**config.mk**
```make
export PLATFORM = sky130hd
export DESIGN_NAME = mips_bus_mem_unit_flat
export DESIGN_NICKNAME = d
export VERILOG_FILES = /design/src/rtl/mips_bus_mem_unit_if.sv /design/src/rtl/mips_bus_mem_unit.sv /design/src/flat_wrapper.sv
export SDC_FILE = /design/constraint.sdc
export NUM_CORES = 1
export LEC_CHECK = 0
export BUFFER_PORTS_ARGS = -buffer_cell sky130_fd_sc_hd__buf_2
export CELL_PAD_IN_SITES_DETAIL_PLACEMENT = 0
export CELL_PAD_IN_SITES_GLOBAL_PLACEMENT = 1
export CORE_MARGIN = 4
export CORE_UTILIZATION = 34
export CTS_BUF_LIST = sky130_fd_sc_hd__clkbuf_2 sky130_fd_sc_hd__clkbuf_4 sky130_fd_sc_hd__clkbuf_8
export CTS_CLUSTER_DIAMETER = 100
export DETAILED_ROUTE_END_ITERATION = 16
export GPL_ROUTABILITY_DRIVEN = 0
export PLACE_DENSITY = 0.8
export REMOVE_ABC_BUFFERS = 1
export SLEW_MARGIN = 20
export SYNTH_ARGS = -nofsm -noshare
export SYNTH_HDL_FRONTEND = slang
export SYNTH_SLANG_ARGS = --single-unit
```
**constraint.sdc**
```tcl
create_clock -name clk -period 1.65 [get_ports clk]
set_input_delay 0.2475 -clock clk [delete_from_list [all_inputs] [get_ports clk]]
set_output_delay 0.2475 -clock clk [all_outputs]
set_load 0.005 [all_outputs]
```
**src/rtl/mips_bus_mem_unit_if.sv**
```systemverilog
// ----------------------------------------------------------------------------
// Interfaces for mips_bus_mem_unit.
//
// mips_bus_mem_unit_req_if : core-side load/store request and response.
//     master = core, slave = load/store unit.
//     req_valid/req_ready handshake, req_write, req_size, req_signed,
//     req_addr, req_wdata; rsp_valid, rsp_rdata, rsp_err.
//
// mips_bus_mem_unit_avm_if : Avalon-MM bus port.
//     master = load/store unit, slave = memory/interconnect.
//     address, read, write, writedata, byteenable, waitrequest, readdata.
// ----------------------------------------------------------------------------
interface mips_bus_mem_unit_req_if #(
    parameter int ADDR_WIDTH = 32
);
    logic                  req_valid;
    logic                  req_ready;
    logic                  req_write;
    logic [1:0]            req_size;
    logic                  req_signed;
    logic [ADDR_WIDTH-1:0] req_addr;
    logic [31:0]           req_wdata;
    logic                  rsp_valid;
    logic [31:0]           rsp_rdata;
    logic                  rsp_err;

    modport master (
        output req_valid, req_write, req_size, req_signed, req_addr, req_wdata,
        input  req_ready, rsp_valid, rsp_rdata, rsp_err
    );

    modport slave (
        input  req_valid, req_write, req_size, req_signed, req_addr, req_wdata,
        output req_ready, rsp_valid, rsp_rdata, rsp_err
    );
endinterface

interface mips_bus_mem_unit_avm_if #(
    parameter int ADDR_WIDTH = 32,
    parameter int DATA_WIDTH = 32
);
    localparam int BE_WIDTH = DATA_WIDTH / 8;

    logic [ADDR_WIDTH-1:0] address;
    logic                  read;
    logic                  write;
    logic [DATA_WIDTH-1:0] writedata;
    logic [BE_WIDTH-1:0]   byteenable;
    logic                  waitrequest;
    logic [DATA_WIDTH-1:0] readdata;

    modport master (
        output address, read, write, writedata, byteenable,
        input  waitrequest, readdata
    );

    modport slave (
        input  address, read, write, writedata, byteenable,
        output waitrequest, readdata
    );
endinterface

```
**src/rtl/mips_bus_mem_unit.sv**
```systemverilog
// ----------------------------------------------------------------------------
// mips_bus_mem_unit
//   Load/store unit between the multicycle MIPS core and an Avalon-MM bus.
//   Takes one byte/half/word request, drives an aligned address with
//   byteenable and lane-shifted writedata, holds it while waitrequest is
//   high, then returns lane-extracted sign/zero-extended load data.
//   Misaligned accesses and the reserved size code complete immediately
//   with rsp_err and no bus cycle.
//
// Ports
//   clk    : rising-edge clock
//   reset  : asynchronous, active-low reset
//   core   : mips_bus_mem_unit_req_if.slave  (request / response)
//   bus    : mips_bus_mem_unit_avm_if.master (Avalon-MM master)
//
// Parameters
//   ADDR_WIDTH     : byte-address width (core and bus)
//   DATA_WIDTH     : bus width, 32 or 64
//   TIMEOUT_CYCLES : stalled BUS cycles before abort (timeout build only)
//
// Configuration macro
//   MEM_IF_TIMEOUT_EN : when defined, a waitrequest counter aborts a stuck
//                       bus access with rsp_err. Undefined: waits forever.
// ----------------------------------------------------------------------------
module mips_bus_mem_unit #(
    parameter int ADDR_WIDTH     = 32,
    parameter int DATA_WIDTH     = 32,
    parameter int TIMEOUT_CYCLES = 255
) (
    input  logic                           clk,
    input  logic                           reset,
    mips_bus_mem_unit_req_if.slave         core,
    mips_bus_mem_unit_avm_if.master        bus
);

    localparam int BE_WIDTH = DATA_WIDTH / 8;
    localparam int LANE_W   = $clog2(BE_WIDTH);
    localparam int TO_BITS  = $clog2(TIMEOUT_CYCLES + 1);
    localparam int CNT_W    = (TO_BITS < 8) ? 8 : ((TO_BITS > 16) ? 16 : TO_BITS);

    if (DATA_WIDTH != 32 && DATA_WIDTH != 64) begin : g_bad_data_width
        $error("mips_bus_mem_unit: DATA_WIDTH must be 32 or 64");
    end
    if (TIMEOUT_CYCLES < 1 || TIMEOUT_CYCLES > 65535) begin : g_bad_timeout
        $error("mips_bus_mem_unit: TIMEOUT_CYCLES must fit a 16-bit counter");
    end

    typedef enum logic [1:0] {
        S_IDLE,
        S_BUS,
        S_RESP,
        S_ERR
    } state_t;

    state_t                r_state, w_state_nxt;

    logic [ADDR_WIDTH-1:0] r_addr,   w_addr_nxt;
    logic [BE_WIDTH-1:0]   r_be,     w_be_nxt;
    logic [DATA_WIDTH-1:0] r_wdata,  w_wdata_nxt;
    logic                  r_read,   w_read_nxt;
    logic                  r_write,  w_write_nxt;
    logic                  r_rsp_valid, w_rsp_valid_nxt;
    logic                  r_rsp_err,   w_rsp_err_nxt;
    logic [31:0]           r_rsp_rdata, w_rsp_rdata_nxt;
    logic [1:0]            r_size,   w_size_nxt;
    logic                  r_signed, w_signed_nxt;
    logic [LANE_W-1:0]     r_lane,   w_lane_nxt;

    // Request-side decode
    logic [LANE_W-1:0]     w_lane;
    logic                  w_misalign;
    logic [BE_WIDTH-1:0]   w_be;
    logic [31:0]           w_wdata_sz;
    logic [DATA_WIDTH-1:0] w_wdata_lane;
    logic [ADDR_WIDTH-1:0] w_addr_al;

    // Response-side extraction
    logic [DATA_WIDTH-1:0] w_rd_shift;
    logic [31:0]           w_rd_word;
    logic [31:0]           w_ld_data;

    always_comb begin
        w_lane     = core.req_addr[LANE_W-1:0];
        w_addr_al  = {core.req_addr[ADDR_WIDTH-1:LANE_W], {LANE_W{1'b0}}};
        w_misalign = 1'b0;
        w_be       = '0;
        w_wdata_sz = '0;
        unique case (core.req_size)
            2'b00: begin
                w_be       = BE_WIDTH'(1) << w_lane;
                w_wdata_sz = {24'h0, core.req_wdata[7:0]};
            end
            2'b01: begin
                w_misalign = w_lane[0];
                w_be       = BE_WIDTH'(2'b11) << w_lane;
                w_wdata_sz = {16'h0, core.req_wdata[15:0]};
            end
            2'b10: begin
                w_misalign = (w_lane[1:0] != 2'b00);
                w_be       = BE_WIDTH'(4'hF) << w_lane;
                w_wdata_sz = core.req_wdata;
            end
            default: begin
                w_misalign = 1'b1;
            end
        endcase
        w_wdata_lane = DATA_WIDTH'(w_wdata_sz) << {w_lane, 3'b000};
    end

    always_comb begin
        w_rd_shift = bus.readdata >> {r_lane, 3'b000};
        w_rd_word  = w_rd_shift[31:0];
        unique case (r_size)
            2'b00:   w_ld_data = {{24{r_signed & w_rd_word[7]}},  w_rd_word[7:0]};
            2'b01:   w_ld_data = {{16{r_signed & w_rd_word[15]}}, w_rd_word[15:0]};
            default: w_ld_data = w_rd_word;
        endcase
    end

`ifdef MEM_IF_TIMEOUT_EN
    logic [CNT_W-1:0] r_cnt, w_cnt_nxt;
    logic             w_timeout;

    // Counter sits at zero outside BUS, so it is clear on every BUS entry.
    always_comb begin
        w_cnt_nxt = '0;
        if (r_state == S_BUS && bus.waitrequest) begin
            w_cnt_nxt = r_cnt + 1'b1;
        end
        w_timeout = bus.waitrequest && (r_cnt == CNT_W'(TIMEOUT_CYCLES - 1));
    end

    always_ff @(posedge clk or negedge reset) begin
        if (!reset) begin
            r_cnt <= '0;
        end else begin
            r_cnt <= w_cnt_nxt;
        end
    end
`else
    logic w_timeout;
    assign w_timeout = 1'b0;
`endif

    // Next-state and next-output logic; every output is a register.
    always_comb begin
        w_state_nxt     = r_state;
        w_addr_nxt      = r_addr;
        w_be_nxt        = r_be;
        w_wdata_nxt     = r_wdata;
        w_read_nxt      = r_read;
        w_write_nxt     = r_write;
        w_size_nxt      = r_size;
        w_signed_nxt    = r_signed;
        w_lane_nxt      = r_lane;
        w_rsp_valid_nxt = 1'b0;
        w_rsp_err_nxt   = 1'b0;
        w_rsp_rdata_nxt = '0;

        unique case (r_state)
            S_IDLE: begin
                if (core.req_valid) begin
                    w_size_nxt   = core.req_size;
                    w_signed_nxt = core.req_signed;
                    w_lane_nxt   = w_lane;
                    if (w_misalign) begin
                        w_state_nxt     = S_ERR;
                        w_rsp_valid_nxt = 1'b1;
                        w_rsp_err_nxt   = 1'b1;
                    end else begin
                        w_state_nxt = S_BUS;
                        w_addr_nxt  = w_addr_al;
                        w_be_nxt    = w_be;
                        w_wdata_nxt = w_wdata_lane;
                        w_read_nxt  = ~core.req_write;
                        w_write_nxt = core.req_write;
                    end
                end
            end
            S_BUS: begin
                // A completing cycle wins over a timeout in the same cycle.
                if (!bus.waitrequest || w_timeout) begin
                    w_state_nxt     = S_RESP;
                    w_addr_nxt      = '0;
                    w_be_nxt        = '0;
                    w_wdata_nxt     = '0;
                    w_read_nxt      = 1'b0;
                    w_write_nxt     = 1'b0;
                    w_rsp_valid_nxt = 1'b1;
                    if (bus.waitrequest) begin
                        w_rsp_err_nxt = 1'b1;
                    end else if (!r_write) begin
                        w_rsp_rdata_nxt = w_ld_data;
                    end
                end
            end
            S_RESP:  w_state_nxt = S_IDLE;
            S_ERR:   w_state_nxt = S_IDLE;
            default: w_state_nxt = S_IDLE;
        endcase
    end

    always_ff @(posedge clk or negedge reset) begin
        if (!reset) begin
            r_state <= S_IDLE;
        end else begin
            r_state <= w_state_nxt;
        end
    end

    always_ff @(posedge clk or negedge reset) begin
        if (!reset) begin
            r_addr      <= '0;
            r_be        <= '0;
            r_wdata     <= '0;
            r_read      <= 1'b0;
            r_write     <= 1'b0;
            r_size      <= '0;
            r_signed    <= 1'b0;
            r_lane      <= '0;
            r_rsp_valid <= 1'b0;
            r_rsp_err   <= 1'b0;
            r_rsp_rdata <= '0;
        end else begin
            r_addr      <= w_addr_nxt;
            r_be        <= w_be_nxt;
            r_wdata     <= w_wdata_nxt;
            r_read      <= w_read_nxt;
            r_write     <= w_write_nxt;
            r_size      <= w_size_nxt;
            r_signed    <= w_signed_nxt;
            r_lane      <= w_lane_nxt;
            r_rsp_valid <= w_rsp_valid_nxt;
            r_rsp_err   <= w_rsp_err_nxt;
            r_rsp_rdata <= w_rsp_rdata_nxt;
        end
    end

    assign core.req_ready  = (r_state == S_IDLE);
    assign core.rsp_valid  = r_rsp_valid;
    assign core.rsp_err    = r_rsp_err;
    assign core.rsp_rdata  = r_rsp_rdata;
    assign bus.address     = r_addr;
    assign bus.byteenable  = r_be;
    assign bus.writedata   = r_wdata;
    assign bus.read        = r_read;
    assign bus.write       = r_write;

endmodule

```
**src/flat_wrapper.sv**
```systemverilog
// flat-port wrapper written by rule: the top's interface ports become plain ports
module mips_bus_mem_unit_flat 
#(
    parameter int ADDR_WIDTH     = 32,
    parameter int DATA_WIDTH     = 32,
    parameter int TIMEOUT_CYCLES = 255
)
  (clk, reset, core_req_valid, core_req_write, core_req_size, core_req_signed, core_req_addr, core_req_wdata, core_req_ready, core_rsp_valid, core_rsp_rdata, core_rsp_err, bus_address, bus_read, bus_write, bus_writedata, bus_byteenable, bus_waitrequest, bus_readdata);
  mips_bus_mem_unit_req_if #(.ADDR_WIDTH(ADDR_WIDTH)) core_i ();
  mips_bus_mem_unit_avm_if #(.ADDR_WIDTH(ADDR_WIDTH), .DATA_WIDTH(DATA_WIDTH)) bus_i ();
  input  logic clk;
  input  logic reset;
  input wire logic [$bits(core_i.req_valid)-1:0] core_req_valid;
  input wire logic [$bits(core_i.req_write)-1:0] core_req_write;
  input wire logic [$bits(core_i.req_size)-1:0] core_req_size;
  input wire logic [$bits(core_i.req_signed)-1:0] core_req_signed;
  input wire logic [$bits(core_i.req_addr)-1:0] core_req_addr;
  input wire logic [$bits(core_i.req_wdata)-1:0] core_req_wdata;
  output wire logic [$bits(core_i.req_ready)-1:0] core_req_ready;
  output wire logic [$bits(core_i.rsp_valid)-1:0] core_rsp_valid;
  output wire logic [$bits(core_i.rsp_rdata)-1:0] core_rsp_rdata;
  output wire logic [$bits(core_i.rsp_err)-1:0] core_rsp_err;
  output wire logic [$bits(bus_i.address)-1:0] bus_address;
  output wire logic [$bits(bus_i.read)-1:0] bus_read;
  output wire logic [$bits(bus_i.write)-1:0] bus_write;
  output wire logic [$bits(bus_i.writedata)-1:0] bus_writedata;
  output wire logic [$bits(bus_i.byteenable)-1:0] bus_byteenable;
  input wire logic [$bits(bus_i.waitrequest)-1:0] bus_waitrequest;
  input wire logic [$bits(bus_i.readdata)-1:0] bus_readdata;
  assign core_i.req_valid = core_req_valid;
  assign core_i.req_write = core_req_write;
  assign core_i.req_size = core_req_size;
  assign core_i.req_signed = core_req_signed;
  assign core_i.req_addr = core_req_addr;
  assign core_i.req_wdata = core_req_wdata;
  assign core_req_ready = core_i.req_ready;
  assign core_rsp_valid = core_i.rsp_valid;
  assign core_rsp_rdata = core_i.rsp_rdata;
  assign core_rsp_err = core_i.rsp_err;
  assign bus_address = bus_i.address;
  assign bus_read = bus_i.read;
  assign bus_write = bus_i.write;
  assign bus_writedata = bus_i.writedata;
  assign bus_byteenable = bus_i.byteenable;
  assign bus_i.waitrequest = bus_waitrequest;
  assign bus_i.readdata = bus_readdata;
  mips_bus_mem_unit #(.ADDR_WIDTH(ADDR_WIDTH), .DATA_WIDTH(DATA_WIDTH), .TIMEOUT_CYCLES(TIMEOUT_CYCLES)) u_core (.clk(clk), .reset(reset), .core(core_i), .bus(bus_i));
endmodule
```
==> metrics.yaml <==
status: "complete, but fails checks"
violations: "negative setup slack"
worst_pin_slew_ns: 0.6990
path_cells: "buf_6 -> nor3b_4 -> o211ai_1 -> and2_4 -> buf_12 -> buf_12 -> buf_12 -> o2bb2ai_2"
n_fill_cell: 1227
cts.clk_slew.worst_paths_ns: 0.10
io_pins: 209
clock_skew_ns: 0.01786
coreArea_mm2: 0.01404
switchingPower_w: 0.002879
fmax_ghz: 0.5441
final_common_cell: "buf_2"
post-place-ws_ns: -0.5410
fin_ws_ns: -0.1878
antennaDiodeCount: 0
first_global_vias: 4690
synth_cell_types: 48
pwr-share-clk_pct: 17.4
avgRoutedWirePerCell_um: 19.50
stdcell_count: 854
cp-end-kind: "register"
synthXorXnorAreaFrac_pct: 0.1771
synth.yosys.seq_area_share_pct: 55.15
ys_seq_elements: 109
synth-simple-area-share_pct: 9.638
cts_made_buffers: 9
setup_viol: 84
p_seq_share_pct: 41.6
drcViolationCount: 0
p_int_w: 0.005623
cp_num_buf_inv: 4
fp-row-count: 43
cpMaxStageDelayCell: "dfrtp_1"
post-route-period-util_pct: 111.4
drtIter0Drc: 257
clk_latency_ns: 0.38
synth_edf_count: 0
synthTopCellsByArea: "dfrtp_1, a22o_1, mux2i_1, o2bb2ai_1, a211oi_1"
fin_util_pct: 52.26
critPathLaunchType: "register"
synth_top_area_share_pct: 55.15
vias: 4591
max_stage_delay_ns: 0.42
required_ns: 1.90
worstSetupPathType: "register to register"
globalRouteOverflowTotal: 0
track_usage_pct: 19.72
drv_cap: 0
postSynthAreaPerCell_um2: 11.78
async_flop_share_pct: 100.0
clock_path_buffers: 2
combPwrFrac_pct: 41.0
antenna_found_initial: 0
dp_cells: 811
start_util_pct: 35.22
fp.dieW_um: 128.6
synth-adder-area-share_pct: 1.012
dr.pass1.iters: 6
hp-class: "primary input to register"
synthMuxAreaShare_pct: 6.375
synth_top_family_by_area: "compound AO/OA/AOI/OAI gates"
rsz0062_at_grt: "yes"
syn_inst: 420
whs_ns: 0.07504
grt_pass1_wl_um: 25610
htreeDepth: 3
crit_top_cell: "buf_12"
synth_compound_area_share_pct: 23.93
slew_headroom_pct: 53.09
yosys_most_used_dff: "dfrtp_1"
vias_per_cell: 5.376
yosysWarnings: 0
drv_slew: 0
p_leak_nw: 3.880
critPathMaxFanout: 7
cts_tree: "built"
syn_to_final_growth_pct: 48.37
yosys.area.top_type: "dfrtp_1"
drt-total-wl_um: 16660
grt_max_degree: 110
dp_hpwl_um: 11200
power_density_mw_per_mm2: 1158
antenna_left: 0
period_needed_ns: 1.838
synth_area_mm2: 0.004946
finalPower_w: 0.008501
final_layout_size_suffix_gt1_share_pct: 49.11
p_sw_share_pct: 33.86
layout.nets: 779
ir_worst_vdd_uv: 526.5
cp.arrival_ns: 2.09
port_buffers: 206
root_buffer: "clkbuf_8"
fp.dieH_um: 128.6
cts.sinks: 109
critical_path.top_delay_family: "buffers and inverters"
dieArea_mm2: 0.01654
hold_viol: 0
layout_common_cells: "buf_2, dfrtp_1, a22o_1"
sequential cells by signal (all words and copies together), names as in the netlist:
signal	flops
u_core.bus.read	1
u_core.r_size	2
u_core.bus.write	1
u_core.r_state	2
u_core.core.rsp_rdata	32
u_core.r_signed	1
u_core.bus.byteenable	4
u_core.core.rsp_valid	1
u_core.r_lane	2
u_core.core.rsp_err	1
u_core.bus.writedata	32
u_core.bus.address	30
timing repair:
item                       CTS  global route
cloned                      10             1
resized for setup           40            34
setup endpoints to repair   82            91
setup buffers               14             8
pin swaps                   24            26
hold endpoints to repair   109             0
hold buffers                 1             0
final cells by class:
cell class / count / area (um^2) / share of cell area (%)
clock buffer: 11 / 138.9 / 1.893
tap: 180 / 225.2 / 3.069
clock inverter: 3 / 23.77 / 0.3240
multi-input combinational: 272 / 2318 / 31.59
inverter: 6 / 22.52 / 0.3069
timing repair buffer: 273 / 1882 / 25.64
sequential: 109 / 2728 / 37.17
cell usage after synthesis (2+ instances only):
master,instances
a21o_1,8
buf_4,2
clkbuf_1,13
a21oi_1,9
ha_1,4
mux2i_1,27
nand2b_1,4
buf_2,6
o2bb2ai_1,25
buf_1,11
a221oi_1,10
nor2_1,24
mux2_2,4
or3_1,3
and2_1,16
a22oi_1,8
nor3_1,3
o41ai_1,2
inv_1,6
dfrtp_1,109
nand2_1,8
and3_1,2
a222oi_1,6
nor2b_1,11
nand3_1,4
a211oi_1,15
o21ai_0,20
a22o_1,39
buf_6,2
final timing paths:
path | cells after the start | end | slack [ns] | from
max | 8 | u_core.bus.writedata[20] | -0.19 | u_core.r_state[0]
min reg2reg | 1 | u_core.bus.writedata[26] | 0.50 | u_core.bus.writedata[26]
min in group asynchronous | 3 | u_core.core.rsp_rdata[17] | 0.44 | reset
max in group asynchronous | 3 | u_core.bus.writedata[7] | 0.69 | reset
max reg2reg | 8 | u_core.bus.writedata[20] | -0.19 | u_core.r_state[0]
min | 2 | u_core.bus.read | 0.08 | core_req_write
worst register-to-register path, delay by kind of cell, from the launching register on:
kind | cells | cell delay (ns)
AND/OR/NAND/NOR | 2 | 0.47
AO/OA/AOI/OAI | 2 | 0.28
flip-flops | 1 | 0.42
buffers and inverters | 4 | 0.55
power groups by stage:
stage	combinational, W	sequential (W)	clock, W
2_1_floorplan	0.00115	0.00375	0
3_3_place_gp	0.00273	0.00355	0
3_5_place_dp	0.00278	0.00356	0
4_1_cts	0.00341	0.00353	0.00153
5_1_grt	0.00377	0.00360	0.00164
6_report	0.00349	0.00354	0.00148
stage by stage:
| stage | instance area [um^2] | setup TNS (ns) |
|---|---|---|
| CTS | 7192 | -8.984 |
| detailed placement | 6417 | -24.10 |
| floorplan | 4792 | -86.75 |
| finish | 7338 | -8.546 |
| global placement | 6417 | -19.29 |
| global route | 7338 | -13.03 |
metal layers:
layer	GRT usage (%)	part of all wire (%)	vias to the layer above
met1	25.19	42	2295
met3	3.238	6.3	17
li1	-	-	2099
met5	0	0	-
met2	34.42	50	180
met4	5.930	1.5	0
cells by family (layout without fill, tap and decap cells):
| logic type | after synthesis | after routing |
|---|---|---|
| AOI/OAI and AO/OA | 150 | 150 |
| DFF | 109 | 109 |
| and+or+nand+nor | 84 | 84 |
| buffers and inverters | 40 | 293 |
| muxes | 31 | 31 |
| adders and majority gates | 4 | 4 |
| other | 1 | 2 |
| xor gates and xnor gates | 1 | 1 |
(Power assumes the default switching activity.)
